**src/rtl/if_fetch_unit.sv**
```systemverilog
// ----------------------------------------------------------------------------
// if_fetch_unit
//   Instruction-fetch front end. Owns the fetch PC, runs a single-outstanding
//   request/grant/response handshake to instruction memory, and presents each
//   fetched instruction (pc_curr_IF / instr_IF / if_valid) to the IF/ID
//   boundary until the ID stage consumes it. A redirect from EX replaces the
//   fetch PC and squashes whatever fetch is in flight.
// ----------------------------------------------------------------------------
module if_fetch_unit #(
    parameter logic [31:0] RESET_PC  = 32'h0000_0000,
    parameter logic [31:0] NOP_INSTR = 32'h0000_0013
) (
    input  logic        clk,
    input  logic        reset,

    // ID-stage back-pressure and EX-stage redirect
    input  logic        stall,
    input  logic        redirect_valid,
    input  logic [31:0] redirect_pc,

    // Instruction memory request/grant/response
    output logic        imem_req,
    output logic [31:0] imem_addr,
    input  logic        imem_gnt,
    input  logic        imem_rvalid,
    input  logic [31:0] imem_rdata,

    // IF/ID presentation
    output logic [31:0] pc_curr_IF,
    output logic [31:0] instr_IF,
    output logic        if_valid
);

    // REQ  : request on the bus, waiting for a grant
    // WAIT : request granted, waiting for the response
    // HOLD : instruction presented, waiting for ID to consume it
    typedef enum logic [1:0] {
        S_REQ  = 2'd0,
        S_WAIT = 2'd1,
        S_HOLD = 2'd2
    } state_t;

    state_t      state,      state_nxt;
    logic [31:0] fetch_pc,   fetch_pc_nxt;
    logic        kill,       kill_nxt;
    logic [31:0] pc_curr_q,  pc_curr_nxt;
    logic [31:0] instr_q,    instr_nxt;
    logic        valid_q,    valid_nxt;

    // Redirect targets are always word aligned; the low two bits are dropped.
    logic [31:0] redirect_target;
    assign redirect_target = redirect_pc & ~32'h0000_0003;

    // The fetch address is the fetch PC at all times; a request is raised
    // only while waiting for a grant.
    assign imem_req   = (state == S_REQ);
    assign imem_addr  = fetch_pc;
    assign pc_curr_IF = pc_curr_q;
    assign instr_IF   = instr_q;
    assign if_valid   = valid_q;

    // State register.
    // NOTE: sequential state uses non-blocking assignments so every register
    // samples its next value from the same pre-edge snapshot.
    always_ff @(posedge clk or posedge reset) begin
        if (reset) begin
            state <= S_REQ;
        end else begin
            state <= state_nxt;
        end
    end

    // Fetch PC, kill flag and IF/ID presentation registers.
    always_ff @(posedge clk or posedge reset) begin
        if (reset) begin
            fetch_pc  <= RESET_PC;
            kill      <= 1'b0;
            pc_curr_q <= 32'h0000_0000;
            instr_q   <= NOP_INSTR;
            valid_q   <= 1'b0;
        end else begin
            fetch_pc  <= fetch_pc_nxt;
            kill      <= kill_nxt;
            pc_curr_q <= pc_curr_nxt;
            instr_q   <= instr_nxt;
            valid_q   <= valid_nxt;
        end
    end

    // Next-state and next-register logic. A redirect takes priority over the
    // normal flow and over stall; otherwise each state follows the handshake.
    always_comb begin
        // NOTE: every signal written here gets a hold-value default first so
        // no path through the case statements can infer a latch.
        state_nxt    = state;
        fetch_pc_nxt = fetch_pc;
        kill_nxt     = kill;
        pc_curr_nxt  = pc_curr_q;
        instr_nxt    = instr_q;
        valid_nxt    = valid_q;

        if (redirect_valid) begin
            // Common redirect effects: new PC, drop any presented instruction.
            fetch_pc_nxt = redirect_target;
            valid_nxt    = 1'b0;
            instr_nxt    = NOP_INSTR;

            unique case (state)
                S_REQ: begin
                    if (imem_gnt) begin
                        // The old-PC request was accepted this cycle; its
                        // response must be thrown away when it arrives.
                        state_nxt = S_WAIT;
                        kill_nxt  = 1'b1;
                    end
                    // Without a grant the new address simply goes out next
                    // cycle; nothing is in flight.
                end

                S_WAIT: begin
                    if (imem_rvalid) begin
                        // The stale response lands this very cycle: drop it
                        // and go straight back to requesting the new PC.
                        state_nxt = S_REQ;
                        kill_nxt  = 1'b0;
                    end else begin
                        kill_nxt  = 1'b1;
                    end
                end

                S_HOLD: begin
                    // The held instruction is on the wrong path.
                    state_nxt = S_REQ;
                end

                default: begin
                    state_nxt = S_REQ;
                end
            endcase
        end else begin
            unique case (state)
                S_REQ: begin
                    // Address stays stable until the memory grants it.
                    if (imem_gnt) begin
                        state_nxt = S_WAIT;
                    end
                end

                S_WAIT: begin
                    if (imem_rvalid) begin
                        if (kill) begin
                            // Response belongs to a squashed fetch; the fetch
                            // PC already holds the redirect target.
                            kill_nxt  = 1'b0;
                            state_nxt = S_REQ;
                        end else begin
                            pc_curr_nxt  = fetch_pc;
                            instr_nxt    = imem_rdata;
                            valid_nxt    = 1'b1;
                            fetch_pc_nxt = fetch_pc + 32'd4;
                            state_nxt    = S_HOLD;
                        end
                    end
                end

                S_HOLD: begin
                    // ID takes the instruction on any edge where stall is low.
                    if (!stall) begin
                        valid_nxt = 1'b0;
                        instr_nxt = NOP_INSTR;
                        state_nxt = S_REQ;
                    end
                end

                default: begin
                    state_nxt = S_REQ;
                end
            endcase
        end
    end

endmodule

```
**config.mk**
```make
export PLATFORM = sky130hd
export DESIGN_NAME = if_fetch_unit
export DESIGN_NICKNAME = d
export VERILOG_FILES = /design/src/rtl/if_fetch_unit.sv
export SDC_FILE = /design/constraint.sdc
export NUM_CORES = 1
export LEC_CHECK = 0
export CAP_MARGIN = 20
export CORE_UTILIZATION = 44
export DETAILED_ROUTE_END_ITERATION = 12
export PLACE_DENSITY_LB_ADDON = 0.12
export SLEW_MARGIN = 10
export SYNTH_ARGS = -nofsm -noshare
export SYNTH_HDL_FRONTEND = slang
export SYNTH_SLANG_ARGS = --single-unit
```
**constraint.sdc**
```tcl
create_clock -name clk -period 4 [get_ports clk]
set_input_delay 0.6 -clock clk [delete_from_list [all_inputs] [get_ports clk]]
set_output_delay 0.6 -clock clk [all_outputs]
set_load 0.005 [all_outputs]
```
[After elaboration in Yosys (flattened, before gate mapping)]
Index checks and enable logic that the tools add are counted.
W data, S select, Z words.
Operators by class
  bitwise gates (word level): 2
  order comparisons: 0
  equal/unequal tests: 8
  divide/modulo/power cells: 0
  mux-type cells: 28
  shifts and indexed selects: 0
  multipliers: 0
  reduce and logical (&&, ||, !) cells: 10
  add/subtract/negate cells: 1
Operators with widths (number)
  $mux W32: 8
  $pmux W32 S2: 1
  $add A32 B3 Y32 const B: 1
  $mux W2: 6
  $reduce_and A4 Y1: 3
  $mux W1: 9
  $ne A3 B3 Y1 const B: 3
  $pmux W2 S3: 1
  $reduce_bool A2 Y1: 3
  $ne A2 B2 Y1 const B: 2
  $pmux W1 S2: 2
  $pmux W2 S2: 1
  $ne A3 B2 Y1 const B: 1
  $reduce_and A3 Y1: 1
  $reduce_bool A3 Y1: 1
  $eq A2 B1 Y1 const B: 1
  $eq A2 B2 Y1 const B: 1
  $logic_not A2 Y1: 1
  $not A1 Y1: 2
  $reduce_and A2 Y1: 1
Word-level totals
  latch bits: 0
  register bits after elaboration: 100
  ROM bits: 0
  input bits: 70
  output and inout port bits: 98
  RAM bits: 0
  memories: 0

[Logic depth before layout (Yosys ltp)]
  word-level depth: 5
  mapped depth: 7

[Worst setup path after synthesis]
Ideal clock, no wire load.
  path kind: input to register
  from: input imem_rvalid
  to: register fetch_pc[17], in the netlist imem_addr[17]
  cell stages on the path: 6
  library setup time: 0.082 ns
  slack: 1.781 ns
  data arrival time: 2.137 ns
  cells stage by stage: nand4bb_4 -> buf_6 -> or4_1 -> buf_2 -> or4_1 -> a31oi_1
On the way
  word-level cells in the longest chain between the ends: 2
RTL lines
  start, declared: RTL line 25  | input logic imem_rvalid,
  $reduce_bool A2 Y1 (no source line)
  $reduce_and A3 Y1 (no source line)
  end signal, assigned: RTL line 82  | fetch_pc <= fetch_pc_nxt;
  end, declared: RTL line 44  | logic [31:0] fetch_pc, fetch_pc_nxt;
Every way passes these cells.
A chain may end at the register's enable or synchronous reset.

[Worst setup path after layout]
  from: input imem_rvalid
  to: register fetch_pc[22], in the netlist imem_addr[22]
The elaborated chain is that of the path after synthesis.

==> flow_summary.ini <==
[route]
vias = 3867
drc = 0
first_pass_iters = 5
wire_per_inst_um = 16.1
viasPerCell = 5.40
drtIter0Drc = 128
drt-met1-wl_um = 4940
antenna_left = 0
highest-signal-layer = met4
met2_length_um = 5510
finalWirelength_um = 11500
met3_length_um = 838

[min_path]
hp-class = flip-flop to flip-flop

[grt]
overflow = 0
grt_use_total_pct = 23.2
grt_max_degree = 79
grt_pass1_wl_um = 18200
grt_pass1_vias = 3669
antenna_found_initial = 0

[layout]
final_core_util_pct = 66.1
n_antenna_cell = 0
area_growth_pct = 43.9
nNetsFinal = 653
drive_gt1_share_pct = 5.62
regArea_um2 = 2410
finalInstanceArea_um2 = 6160
fillers = 784
multi_input_area_um2 = 1700

[clock_tree]
clk_pin_slew_ps = 100
clockBufferDepth = 2
numCtsBuffers = 9
cts_max_level = 3
cts-resized-gates = 0
clock_latency_ps = 370
ctsHoldBuffers = 0
cts_tree = built
cts_sinks = 96
cts_setup_buffers = 0
cts_root_buf = clkbuf_8

[die]
design.core.area_um2 = 9330
row_count = 35
die_y_um = 101
fp.dieW_um = 101
die_area_um2 = 10100
start_util_pct = 45.9
num_io_pins = 168

[pwr]
p_int_w = 0.00188
p_sw_share_pct = 29.7
peakVddDrop_uv = 231
p_leak_nw = 2.60
seqPwrFrac_pct = 48.6
power_density_nw_per_um2 = 434
p_total_w = 0.00268
switchingPower_w = 0.000794
power_frac_comb_pct = 28.6
clock_power_share_pct = 22.8

[synth]
synth_top_area_share_pct = 54.3
synth-adder-area-share_pct = 0.292
yosys.area_share.simple_pct = 21.5
synth_edf_count = 0
netlist_instances = 434
synthMuxAreaShare_pct = 0.467
syn-cell-area_um2 = 4290
yosysTopAreaCell = dfrtp_1
synth_area_leaders = dfrtp_1, nand2_1, a22o_1
avgSynthCellArea_um2 = 9.87
synth-main-ff-cell = dfrtp_1
seq_area_frac_synth_pct = 56.1
synth_compound_area_share_pct = 15.4
synth_top_family_by_area = simple AND/OR/NAND/NOR gates
ys_async_sr_fraction_pct = 100
ys_seq_elements = 96
ys_types = 42
synth_xor_xnor_area_share_pct = 1.43
synth_warnings = 0

[setup_path]
crit_type = input port to flip-flop
arrival_ps = 3070
worst-endpoint-required_ps = 4290
crit_path_start_kind = input port
worstPathMaxFanout = 20
critPathCaptureType = flip-flop

[timing]
timing.final.max_slew_violations = 0
setup_tns_ps = 0
hold_violations = 0
max-slew-margin-rel_pct = 36.8
period_minus_slack_ps = 2780
worst_slew_pin_slew_ps = 948
final.period_utilization_pct = 69.4
max_freq_ghz = 0.360
skew_ps = 14.8
setup_slack_ps = 1220
rsz0062_at_grt = no
setup_viol = 0

[place]
place_congestion = 0.803
pre_cts_ws_ps = 836
dpl_cell_area_um2 = 5980
io_buffers = 161
dp_hpwl_um = 7890

[flow_run]
maxCapViolCount = 0

[run_status]
status = finished, final reports clean
-- sequential cells by signal, summed over array words and instances, names as in the netlist --
| name | cells |
|---|---|
| instr_IF | 32 |
| state | 2 |
| pc_curr_IF | 30 |
| if_valid | 1 |
| kill | 1 |
| imem_addr | 30 |
-- worst max-delay path: stages --
cell and delay [ps]:
clkdlybuf4s50_1 560, nand4bb_4 220, or4_1 890, or4_1 610
a31oi_1 180
-- through the flow --
| stage | hold WS, ps | std cells |
|---|---|---|
| after detailed placement | 461 | 700 |
| after global routing | 499 | 716 |
| final | 480 | 716 |
| after floorplan | 470 | 437 |
| after global placement | 457 | 700 |
| after CTS | 484 | 716 |
-- final cells by class --
type	count	area share [%]
Clock buffer	9	2.01
Inverter	13	0.832
Timing Repair Buffer	167	26.9
Sequential cell	96	39.0
Clock inverter	7	1.01
Tap cell	129	2.62
Multi-Input combinational cell	295	27.6
-- worst paths after layout --
check / startpoint / end / slack [ps] / cells past startpoint
hold / removal: pc_curr_IF[29] / pc_curr_IF[29] / 480 / 2
min in group asynchronous: reset / instr_IF[3] / 790 / 2
setup reg to reg: imem_addr[2] / imem_addr[22] / 1420 / 5
hold reg to reg: pc_curr_IF[29] / pc_curr_IF[29] / 480 / 2
max in group asynchronous: reset / instr_IF[12] / 2350 / 3
setup / recovery: imem_rvalid / imem_addr[22] / 1220 / 5
-- synth_stat cells, types with 2 or more instances --
library cell and instances:
xor2_1 3, nand4_1 7, nor2_1 23, mux2i_1 2, or3_1 4, a31oi_1 16, xnor2_1 4, dfstp_2 3
buf_4 5, o31ai_1 11, o211ai_1 3, a21oi_1 2, dfrtp_1 93, or4_1 22, nor3_1 4, inv_1 13
nor4_1 6, a22o_1 29, nand2_1 99, clkbuf_1 26, o22a_1 4, nand3_1 14, o21ai_0 22
-- routing by layer --
metal | vias to the layer above | GRT usage [%]
li1 | 1838 | -
met1 | 1873 | 31.4
met2 | 138 | 36.3
met3 | 18 | 5.06
met4 | 0 | 9.25
met5 | - | 0
-- logic make-up after synthesis --
family          count (synthesis)
simple gates                  189
flops                          96
compound gates                 92
buf+inv                        46
xor+xnor                        7
mux                             2
fa+ha+maj                       1
other cells                     1
-- cells in the final DEF, fill, tap and decap left out, types with 3 or more instances in the layout --
master	synthesis	layout
clkdlybuf4s50_1	0	161
nand2_1	99	99
dfrtp_1	93	93
a22o_1	29	29
o21ai_0	22	22
or4_1	22	22
nor2_1	23	22
a31oi_1	16	16
nand3_1	14	14
inv_1	13	12
o31ai_1	11	11
clkbuf_8	0	9
nand4_1	7	7
nor4_1	6	6
buf_4	5	6
xnor2_1	4	4
or3_1	4	4
o22a_1	4	4
conb_1	1	4
o211ai_1	3	3
nor3_1	4	3
xor2_1	3	3
clkinvlp_4	0	3
dfstp_2	3	3
-- power groups by stage --
stage                     Clock, W  Sequential [W]  Combinational (W)
final                     0.000610         0.00130           0.000765
after detailed placement         0         0.00132           0.000772
after CTS                 0.000624         0.00130           0.000775
after floorplan                  0         0.00132           0.000251
after global placement           0         0.00131           0.000760
after global routing      0.000663         0.00133           0.000845
Power figures use the tool's default switching activity.
